File: config.mk
export PLATFORM = sky130hd
export DESIGN_NAME = uart_parity_tx_flat
export DESIGN_NICKNAME = d
export VERILOG_FILES = /design/src/rtl/uart_pkg.sv /design/src/rtl/uart_parity_tx_if.sv /design/src/rtl/uart_baud_counter.sv /design/src/rtl/uart_parity_tx.sv /design/src/flat_wrapper.sv
export SDC_FILE = /design/constraint.sdc
export NUM_CORES = 1
export LEC_CHECK = 0
export CAP_MARGIN = 20
export CORE_MARGIN = 3
export CORE_UTILIZATION = 54
export CTS_CLUSTER_SIZE = 8
export DETAILED_ROUTE_END_ITERATION = 6
export GPL_TIMING_DRIVEN = 0
export PLACE_DENSITY = 0.86
export SLEW_MARGIN = 10
export SYNTH_ARGS = -nofsm -noshare
export SYNTH_HDL_FRONTEND = slang
export SYNTH_HIERARCHICAL = 1
export SYNTH_SLANG_ARGS = --single-unit
File: constraint.sdc
create_clock -name clk -period 3.1 [get_ports clk]
set_input_delay 0.31 -clock clk [delete_from_list [all_inputs] [get_ports clk]]
set_output_delay 0.31 -clock clk [all_outputs]
set_load 0.01 [all_outputs]
File: src/rtl/uart_pkg.sv
// Shared types and constants for the UART transmit path.
package uart_pkg;

    typedef enum logic [2:0] {IDLE, START, DATA, PARITY, STOP} tx_state_t;

    localparam int DATA_BITS  = 8;
    localparam int FRAME_BITS = 11;

    function automatic int clks_per_bit(input int clk_freq, input int baud);
        return clk_freq / baud;
    endfunction

endpackage

File: src/rtl/uart_parity_tx_if.sv
// Byte-in / serial-out handshake between a UART client and the transmitter.
interface uart_parity_tx_if;
    logic [7:0] tx_data;
    logic       tx_start;
    logic       tx_busy;
    logic       tx_done;
    logic       serial_tx;

    modport master (output tx_data, tx_start, input tx_busy, tx_done, serial_tx);
    modport slave  (input tx_data, tx_start, output tx_busy, tx_done, serial_tx);
endinterface

File: src/rtl/uart_baud_counter.sv
// Bit-period timer: bit_end marks the last clock of each CLKS_PER_BIT window.
module uart_baud_counter #(
    parameter int WIDTH        = 2,
    parameter int CLKS_PER_BIT = 4
) (
    input  logic clk,
    input  logic reset,
    input  logic clear,
    input  logic enable,
    output logic bit_end
);

    logic [WIDTH-1:0] count_reg;

    assign bit_end = enable && (count_reg == WIDTH'(CLKS_PER_BIT - 1));

    always_ff @(posedge clk or negedge reset) begin
        if (!reset) begin
            count_reg <= '0;
        end else if (clear || bit_end) begin
            count_reg <= '0;
        end else if (enable) begin
            count_reg <= count_reg + 1'b1;
        end
    end

endmodule

File: src/rtl/uart_parity_tx.sv
// UART transmitter: start, 8 data bits LSB first, parity, stop; registered line output.
module uart_parity_tx
    import uart_pkg::*;
#(
    parameter int CLK_FREQ   = 50_000_000,
    parameter int BAUD       = 9600,
    parameter int PARITY_ODD = 0
) (
    input  logic             clk,
    input  logic             reset,
    uart_parity_tx_if.slave  tx
);

    localparam int CLKS_PER_BIT = clks_per_bit(CLK_FREQ, BAUD);
    localparam int CNT_W        = (CLKS_PER_BIT > 1) ? $clog2(CLKS_PER_BIT) : 1;

    if (CLKS_PER_BIT < 2) begin : g_bad_baud
        $error("uart_parity_tx: CLK_FREQ/BAUD must be at least 2");
    end

    tx_state_t   state_reg, state_next;
    logic [7:0]  shift_reg, shift_next;
    logic        parity_reg, parity_next;
    logic [2:0]  bit_idx_reg, bit_idx_next;
    logic        serial_reg, serial_next;
    logic        busy_reg, busy_next;
    logic        done_reg, done_next;
    logic        bit_end;
    logic        accept;

    uart_baud_counter #(
        .WIDTH        (CNT_W),
        .CLKS_PER_BIT (CLKS_PER_BIT)
    ) u_baud (
        .clk     (clk),
        .reset   (reset),
        .clear   (state_reg == IDLE),
        .enable  (state_reg != IDLE),
        .bit_end (bit_end)
    );

    // A request arriving as the stop bit ends chains straight into the next start bit.
    assign accept = tx.tx_start && ((state_reg == IDLE) || (state_reg == STOP && bit_end));

    always_comb begin
        state_next   = state_reg;
        shift_next   = shift_reg;
        parity_next  = parity_reg;
        bit_idx_next = bit_idx_reg;
        serial_next  = serial_reg;
        busy_next    = busy_reg;
        done_next    = 1'b0;

        case (state_reg)
            START: begin
                if (bit_end) begin
                    state_next  = DATA;
                    serial_next = shift_reg[0];
                end
            end
            DATA: begin
                if (bit_end) begin
                    shift_next = shift_reg >> 1;
                    if (bit_idx_reg == 3'(DATA_BITS - 1)) begin
                        state_next   = PARITY;
                        serial_next  = parity_reg;
                        bit_idx_next = '0;
                    end else begin
                        bit_idx_next = bit_idx_reg + 3'd1;
                        serial_next  = shift_reg[1];
                    end
                end
            end
            PARITY: begin
                if (bit_end) begin
                    state_next  = STOP;
                    serial_next = 1'b1;
                end
            end
            STOP: begin
                if (bit_end) begin
                    state_next  = IDLE;
                    busy_next   = 1'b0;
                    done_next   = 1'b1;
                    serial_next = 1'b1;
                end
            end
            default: ;
        endcase

        if (accept) begin
            state_next   = START;
            shift_next   = tx.tx_data;
            parity_next  = (^tx.tx_data) ^ (PARITY_ODD != 0);
            bit_idx_next = '0;
            serial_next  = 1'b0;
            busy_next    = 1'b1;
        end
    end

    always_ff @(posedge clk or negedge reset) begin
        if (!reset) begin
            state_reg   <= IDLE;
            shift_reg   <= '0;
            parity_reg  <= 1'b0;
            bit_idx_reg <= '0;
            serial_reg  <= 1'b1;
            busy_reg    <= 1'b0;
            done_reg    <= 1'b0;
        end else begin
            state_reg   <= state_next;
            shift_reg   <= shift_next;
            parity_reg  <= parity_next;
            bit_idx_reg <= bit_idx_next;
            serial_reg  <= serial_next;
            busy_reg    <= busy_next;
            done_reg    <= done_next;
        end
    end

    assign tx.serial_tx = serial_reg;
    assign tx.tx_busy   = busy_reg;
    assign tx.tx_done   = done_reg;

endmodule
File: src/flat_wrapper.sv
// flat-port wrapper written by rule: the top's interface ports become plain ports
module uart_parity_tx_flat import uart_pkg::*;
#(
    parameter int CLK_FREQ   = 50_000_000,
    parameter int BAUD       = 9600,
    parameter int PARITY_ODD = 0
)
  (clk, reset, tx_tx_data, tx_tx_start, tx_tx_busy, tx_tx_done, tx_serial_tx);
  uart_parity_tx_if tx_i ();
  input  logic clk;
  input  logic reset;
  input wire logic [$bits(tx_i.tx_data)-1:0] tx_tx_data;
  input wire logic [$bits(tx_i.tx_start)-1:0] tx_tx_start;
  output wire logic [$bits(tx_i.tx_busy)-1:0] tx_tx_busy;
  output wire logic [$bits(tx_i.tx_done)-1:0] tx_tx_done;
  output wire logic [$bits(tx_i.serial_tx)-1:0] tx_serial_tx;
  assign tx_i.tx_data = tx_tx_data;
  assign tx_i.tx_start = tx_tx_start;
  assign tx_tx_busy = tx_i.tx_busy;
  assign tx_tx_done = tx_i.tx_done;
  assign tx_serial_tx = tx_i.serial_tx;
  uart_parity_tx #(.CLK_FREQ(CLK_FREQ), .BAUD(BAUD), .PARITY_ODD(PARITY_ODD)) u_core (.clk(clk), .reset(reset), .tx(tx_i));
endmodule
==> results.cfg, run 1 <==
[worst_setup_path]
path_cells = clkbuf_1 -> nor3_2 -> inv_1 -> and3_4 -> buf_6 -> and4_4 -> nand2_1 -> a21oi_1 -> o21bai_1 -> buf_4 -> mux2_2
path_class = reg -> reg
reg2regPathDepth = 11
path_delay_family = simple AND/OR/NAND/NOR gates
crit_path_top_delay_cell = dfrtp_1
timing.rr.start = u_core/state_reg[0]$_DFFE_PN0P_
r2r-end = u_core/shift_reg[2]$_DFFE_PN0P_
worstSetupEndpointType = flop
critical_path.startpoint_type = flop
crit_fanout = 10
cp_slowest_stage_delay_ns = 0.40
startpoint = u_core/state_reg[0]$_DFFE_PN0P_
worst_ep_required_time_ns = 3.32
path_buf_inv = 4
endpoint = u_core/shift_reg[2]$_DFFE_PN0P_
cp.arrival_ns = 2.99
rrSetupSlack_ns = 0.32
worstSetupPathDepth = 11

[drt]
drc = 0
first_iter_violations = 38
avgRoutedWirePerCell_um = 13.5
drt-vias-per-instance = 5.39
ant_nets = 0
routed-via-count = 1175
dr.pass1.iters = 4
wl_um = 2950

[yosys]
yosysMostFrequentCell = dfrtp_1
postSynthNetCount = 169
ys_ff_latch = 31
postSynthCellCount = 155
syn_avg_cell_area_um2 = 11.1
synthesis.area_um2 = 1720
yosys_warnings = 6
synth_edf_count = 0
yosys.cell_types.count = 41
yosysTopAreaCellShare_pct = 43.6
ys_seq_area_share_pct = 45.2
yosys.area.top_type = dfrtp_1
synthArstFlopShare_pct = 100
synth_top_cells_by_count = dfrtp_1, nor2_1, mux2_2, xnor2_1, xor2_1
synth_ff_type = dfrtp_1
synth.area.top_cells = dfrtp_1, mux2_2, mux2_4

[placed_design]
hpwl_um = 2170
numPortBuffers = 13
gp_congestion = 0.763
place_ws_ns = 0.169

[power]
leakage_uw = 0.000885
p_per_area_nw_per_um2 = 340
ir_drop_mv = 0.272

[clock_tree]
cts.sinks = 31
root_buffer = clkbuf_4
cts_buffers = 5
clock_latency_ns = 0.33
cts_tree = done
cts.clk_slew.worst_paths_ns = 0.10
cts_buffer_depth = 2
htreeDepth = 2

[cells_and_area]
fillers = 240
areaGrowthSynthToFinish_pct = 13.5
largest_reg_flops = 13
finalNetCount = 189
diodes = 0
drive_gt1_share_pct = 24.4

[sta]
setup_tns_ns = 0
setup_viol = 0
fmax_mhz = 360
hold_viol_final = 10
maxSlewViolCount = 0
timing.hold.ws_ns = -0.00548
period_minus_slack_ns = 2.78
worst_slew_pin_slew_ns = 0.654
period_share_pct = 89.6
setup_slack_ns = 0.321
maxSlewHeadroom_pct = 56.4
finClkSkew_ns = 0.0110
rsz0062_at_grt = no

[die]
die_area_um2 = 3900
core_area_um2 = 2900
num_io_pins = 14
die_w_um = 62.4
fp-row-count = 19
chipHeight_um = 62.4
start_util_pct = 59.3

[global_route]
grt_pass1_vias = 1239
grt_util_met3_pct = 5.58
grt_max_degree = 32
grtUsageMet1_pct = 19.1
antenna_found_initial = 0
grt_pass1_wl_um = 5270
track_usage_pct = 17.0
overflow = 0
gr-usage-met2_pct = 28.6
grt_busiest_layer = met2

[flow_run]
cap_violations = 0

[min_path]
hold_class = in -> async

[outcome]
status = complete, but fails checks
violations = hold timing
[per-stage QoR]
step / util (%) / total power (uW) / instances / cell area, um^2 / hold WS, ns
floorplan: - / 428 / 155 / 1720 / 0.0144
global placement: 65.6 / 452 / 210 / 1900 / 0.457
detailed placement: 65.4 / 453 / 210 / 1900 / 0.389
CTS: 67.2 / 676 / 218 / 1950 / 0.0144
global route: 67.3 / 700 / 218 / 1950 / 0.0455
finish: 67.3 / 664 / 218 / 1950 / -0.00548
[cell usage in the layout, fill, tap and decap left out, drive strengths merged, types with 2 or more instances in the layout]
cell type,count
a21oi,4
a22o,2
and3,5
and4,4
buf,5
clkbuf,12
clkdlybuf4s50,12
dfrtp,30
ha,3
inv,6
mux2,17
mux2i,2
nand2,7
nand2b,2
nand3,4
nand4,5
nor2,17
nor3,2
o21ai,5
xnor2,10
xor2,10
[power by group]
group	leakage (uW)	total, uW	internal (uW)	switching (uW)
Sequential	0.000405	404	404	0
Clock	0.0000293	220	88.2	132
Combinational	0.000451	39.6	20.9	18.7
Total	0.000885	664	513	151
[layer usage]
layer / routed length, um / part of all wire [%]
met1: 1250 / 42
met2: 1510 / 51
met3: 157 / 5.3
met4: 29 / 0.98
met5: 0 / 0
[worst min path at each step]
stage | endpoint | depth (start not counted)
after floorplan | u_core/bit_idx_reg[0]$_DFFE_PN0P_ | 0
after global placement | u_core/parity_reg$_DFFE_PN0P_ | 2
after detailed placement | u_core/state_reg[0]$_DFFE_PN0P_ | 1
after CTS | u_core/u_baud/count_reg[2]$_DFFE_PN0P_ | 1
after global routing | u_core/u_baud/count_reg[2]$_DFFE_PN0P_ | 1
final | u_core/bit_idx_reg[1]$_DFFE_PN0P_ | 1
[final cells by class]
class | count | area, um^2 | share of cell area, %
plain buffers | 9 | 70.1 | 3.59
clock buffers | 7 | 45.0 | 2.31
clock inverters | 1 | 5.00 | 0.256
inverters | 6 | 22.5 | 1.15
multi-input cells | 109 | 856 | 43.8
flip-flops and latches | 31 | 777 | 39.8
well taps | 42 | 52.6 | 2.69
repair buffers | 13 | 125 | 6.41
[repair_timing]
item	CTS	global route
setup endpoints to repair	0	7
resized for setup	0	1
hold buffers	0	0
buffers inserted	0	0
[kinds of logic after synthesis]
logic type / count (synthesis) / synth area share, %
flops: 31 / 45.2
fa+ha+maj: 3 / 2.18
xor+xnor: 20 / 10.2
simple gates: 51 / 17.4
compound gates: 16 / 5.89
buf+inv: 15 / 5.38
mux: 19 / 13.8
Note: power is estimated with default switching activity, not from simulation.
==> inputs of run 2 (changes only) <==
--- a/config.mk
+++ b/config.mk
@@ -6,10 +6,12 @@
 export NUM_CORES = 1
 export LEC_CHECK = 0
 export CAP_MARGIN = 20
+export CORE_ASPECT_RATIO = 1.75
 export CORE_MARGIN = 3
 export CORE_UTILIZATION = 54
 export CTS_CLUSTER_SIZE = 8
 export DETAILED_ROUTE_END_ITERATION = 6
+export GPL_ROUTABILITY_DRIVEN = 0
 export GPL_TIMING_DRIVEN = 0
 export PLACE_DENSITY = 0.86
 export SLEW_MARGIN = 10
==> results.cfg, run 2 (synthesis gave the netlist of run 1 again) <==
[worst_setup_path]
crit_fanout = 10
worstSetupEndpointType = flop
worst_ep_required_time_ns = 3.26
reg2regPathDepth = 11
path_class = reg -> reg
critical_path.startpoint_type = flop
r2r-end = u_core/shift_reg[5]$_DFFE_PN0P_
timing.rr.start = u_core/state_reg[0]$_DFFE_PN0P_
cp.arrival_ns = 2.96
rrSetupSlack_ns = 0.30

[cells_and_area]
drive_gt1_share_pct = 24.1
fillers = 253
final_core_util_pct = 66.0
finalNetCount = 189
areaGrowthSynthToFinish_pct = 14.8
final_cell_mix = dfrtp_1, nor2_1, clkdlybuf4s50_1
final_common_cell = dfrtp_1
design_area_um2 = 1980
multiInputGateArea_um2 = 856
diodes = 0
largest_reg_flops = 13
stdcell_count = 216
seqCellArea_um2 = 777

[outcome]
status = finished, final reports clean

[die]
core_area_um2 = 2990
die_w_um = 48.7
chipHeight_um = 80.7
die_area_um2 = 3930
fp-row-count = 26
start_util_pct = 57.5
num_io_pins = 14

[placed_design]
placedInstanceArea_um2 = 1900
place_ws_ns = 0.145
place_inst = 210
hpwl_um = 2540
numPortBuffers = 13

[clock_tree]
cts_buffer_depth = 2
cts.sinks = 31
cts.clk_slew.worst_paths_ns = 0.06
cts.hold.buffers_added = 0
htreeDepth = 2
clock_latency_ns = 0.28
cts_buffers = 5
cts_tree = done
root_buffer = clkbuf_8

[global_route]
grt_pass1_wl_um = 5780
grt_pass1_vias = 1322
antenna_found_initial = 0
grt_max_degree = 32
track_usage_pct = 19.8
overflow = 0

[drt]
routed-via-count = 1195
wl_um = 3290
drc = 0
avgRoutedWirePerCell_um = 15.2
dr.pass1.iters = 4
drt-vias-per-instance = 5.53
first_iter_violations = 11
ant_nets = 0

[power]
p_per_area_nw_per_um2 = 368
leakage_uw = 0.000893
ir_drop_mv = 0.308

[sta]
rsz0062_at_grt = no
period_minus_slack_ns = 2.80
setup_tns_ns = 0
setup_viol = 0
finClkSkew_ns = 0.00608
period_share_pct = 90.3
maxSlewViolCount = 0
setup_slack_ns = 0.302
maxSlewHeadroom_pct = 54.5
worst_slew_pin_slew_ns = 0.682
fmax_mhz = 357
hold_viol_final = 0

[flow_run]
cap_violations = 0

[min_path]
hold_class = in -> async
==> run 2: area by class of cell <==
cell class                 instances  area share, %
buffer                             9           3.55
sequential                        31           39.3
timing repair buffer              13           6.33
clock buffer                       6           3.67
multi-input combinational        109           43.3
tap                               42           2.66
inverter                           6           1.14
==> run 2: routing by layer <==
metal  GRT usage, %  share of wire (%)
met1           17.7                 34
met2           38.3                 60
met5              0                  0
met3           5.19                3.4
met4           12.5                3.1
==> run 2: worst max path at each step <==
stage                                          from                              end  slack (ns)
finish              u_core/state_reg[0]$_DFFE_PN0P_  u_core/shift_reg[5]$_DFFE_PN0P_        0.30
global route        u_core/state_reg[0]$_DFFE_PN0P_  u_core/shift_reg[5]$_DFFE_PN0P_        0.11
CTS                 u_core/state_reg[0]$_DFFE_PN0P_  u_core/shift_reg[5]$_DFFE_PN0P_        0.12
detailed placement  u_core/state_reg[0]$_DFFE_PN0P_  u_core/shift_reg[5]$_DFFE_PN0P_        0.14
global placement    u_core/state_reg[0]$_DFFE_PN0P_  u_core/shift_reg[3]$_DFFE_PN0P_        0.19
floorplan           u_core/state_reg[0]$_DFFE_PN0P_  u_core/shift_reg[6]$_DFFE_PN0P_        0.46
==> run 2: report_power, final <==
group	total (uW)	switching [uW]	internal, uW
Clock	282	133	149
Sequential	405	0	405
Combinational	40.2	19.3	20.9
==> run 2: timing repair <==
item / in CTS / in global routing
buffers inserted: 0 / 0
resized for setup: 0 / 1
setup endpoints to repair: 0 / 7
==> run 2: through the flow <==
| step | hold WS, ns | power, uW |
|---|---|---|
| final | 0.0646 | 727 |
| after global routing | 0.0993 | 763 |
| after CTS | 0.0793 | 742 |
| after detailed placement | 0.388 | 453 |
| after global placement | 0.459 | 452 |
| after floorplan | 0.0144 | 428 |
==> run 2: worst max-delay path: stages (launching register included) <==
cell	delay (ns)
dfrtp_1	0.39
clkbuf_1	0.21
nor3_2	0.33
inv_1	0.16
and3_4	0.21
buf_6	0.12
and4_4	0.21
nand2b_4	0.14
and3_1	0.18
buf_6	0.15
mux2_4	0.30
mux2_2	0.26
==> inputs of run 3 (changes only) <==
--- a/config.mk
+++ b/config.mk
@@ -14,7 +14,7 @@
 export GPL_ROUTABILITY_DRIVEN = 0
 export GPL_TIMING_DRIVEN = 0
 export PLACE_DENSITY = 0.86
-export SLEW_MARGIN = 10
+export SLEW_MARGIN = 20
 export SYNTH_ARGS = -nofsm -noshare
 export SYNTH_HDL_FRONTEND = slang
 export SYNTH_HIERARCHICAL = 1
==> results of run 3 <==
The final DEF is identical to that of run 2; final timing and power are the same.
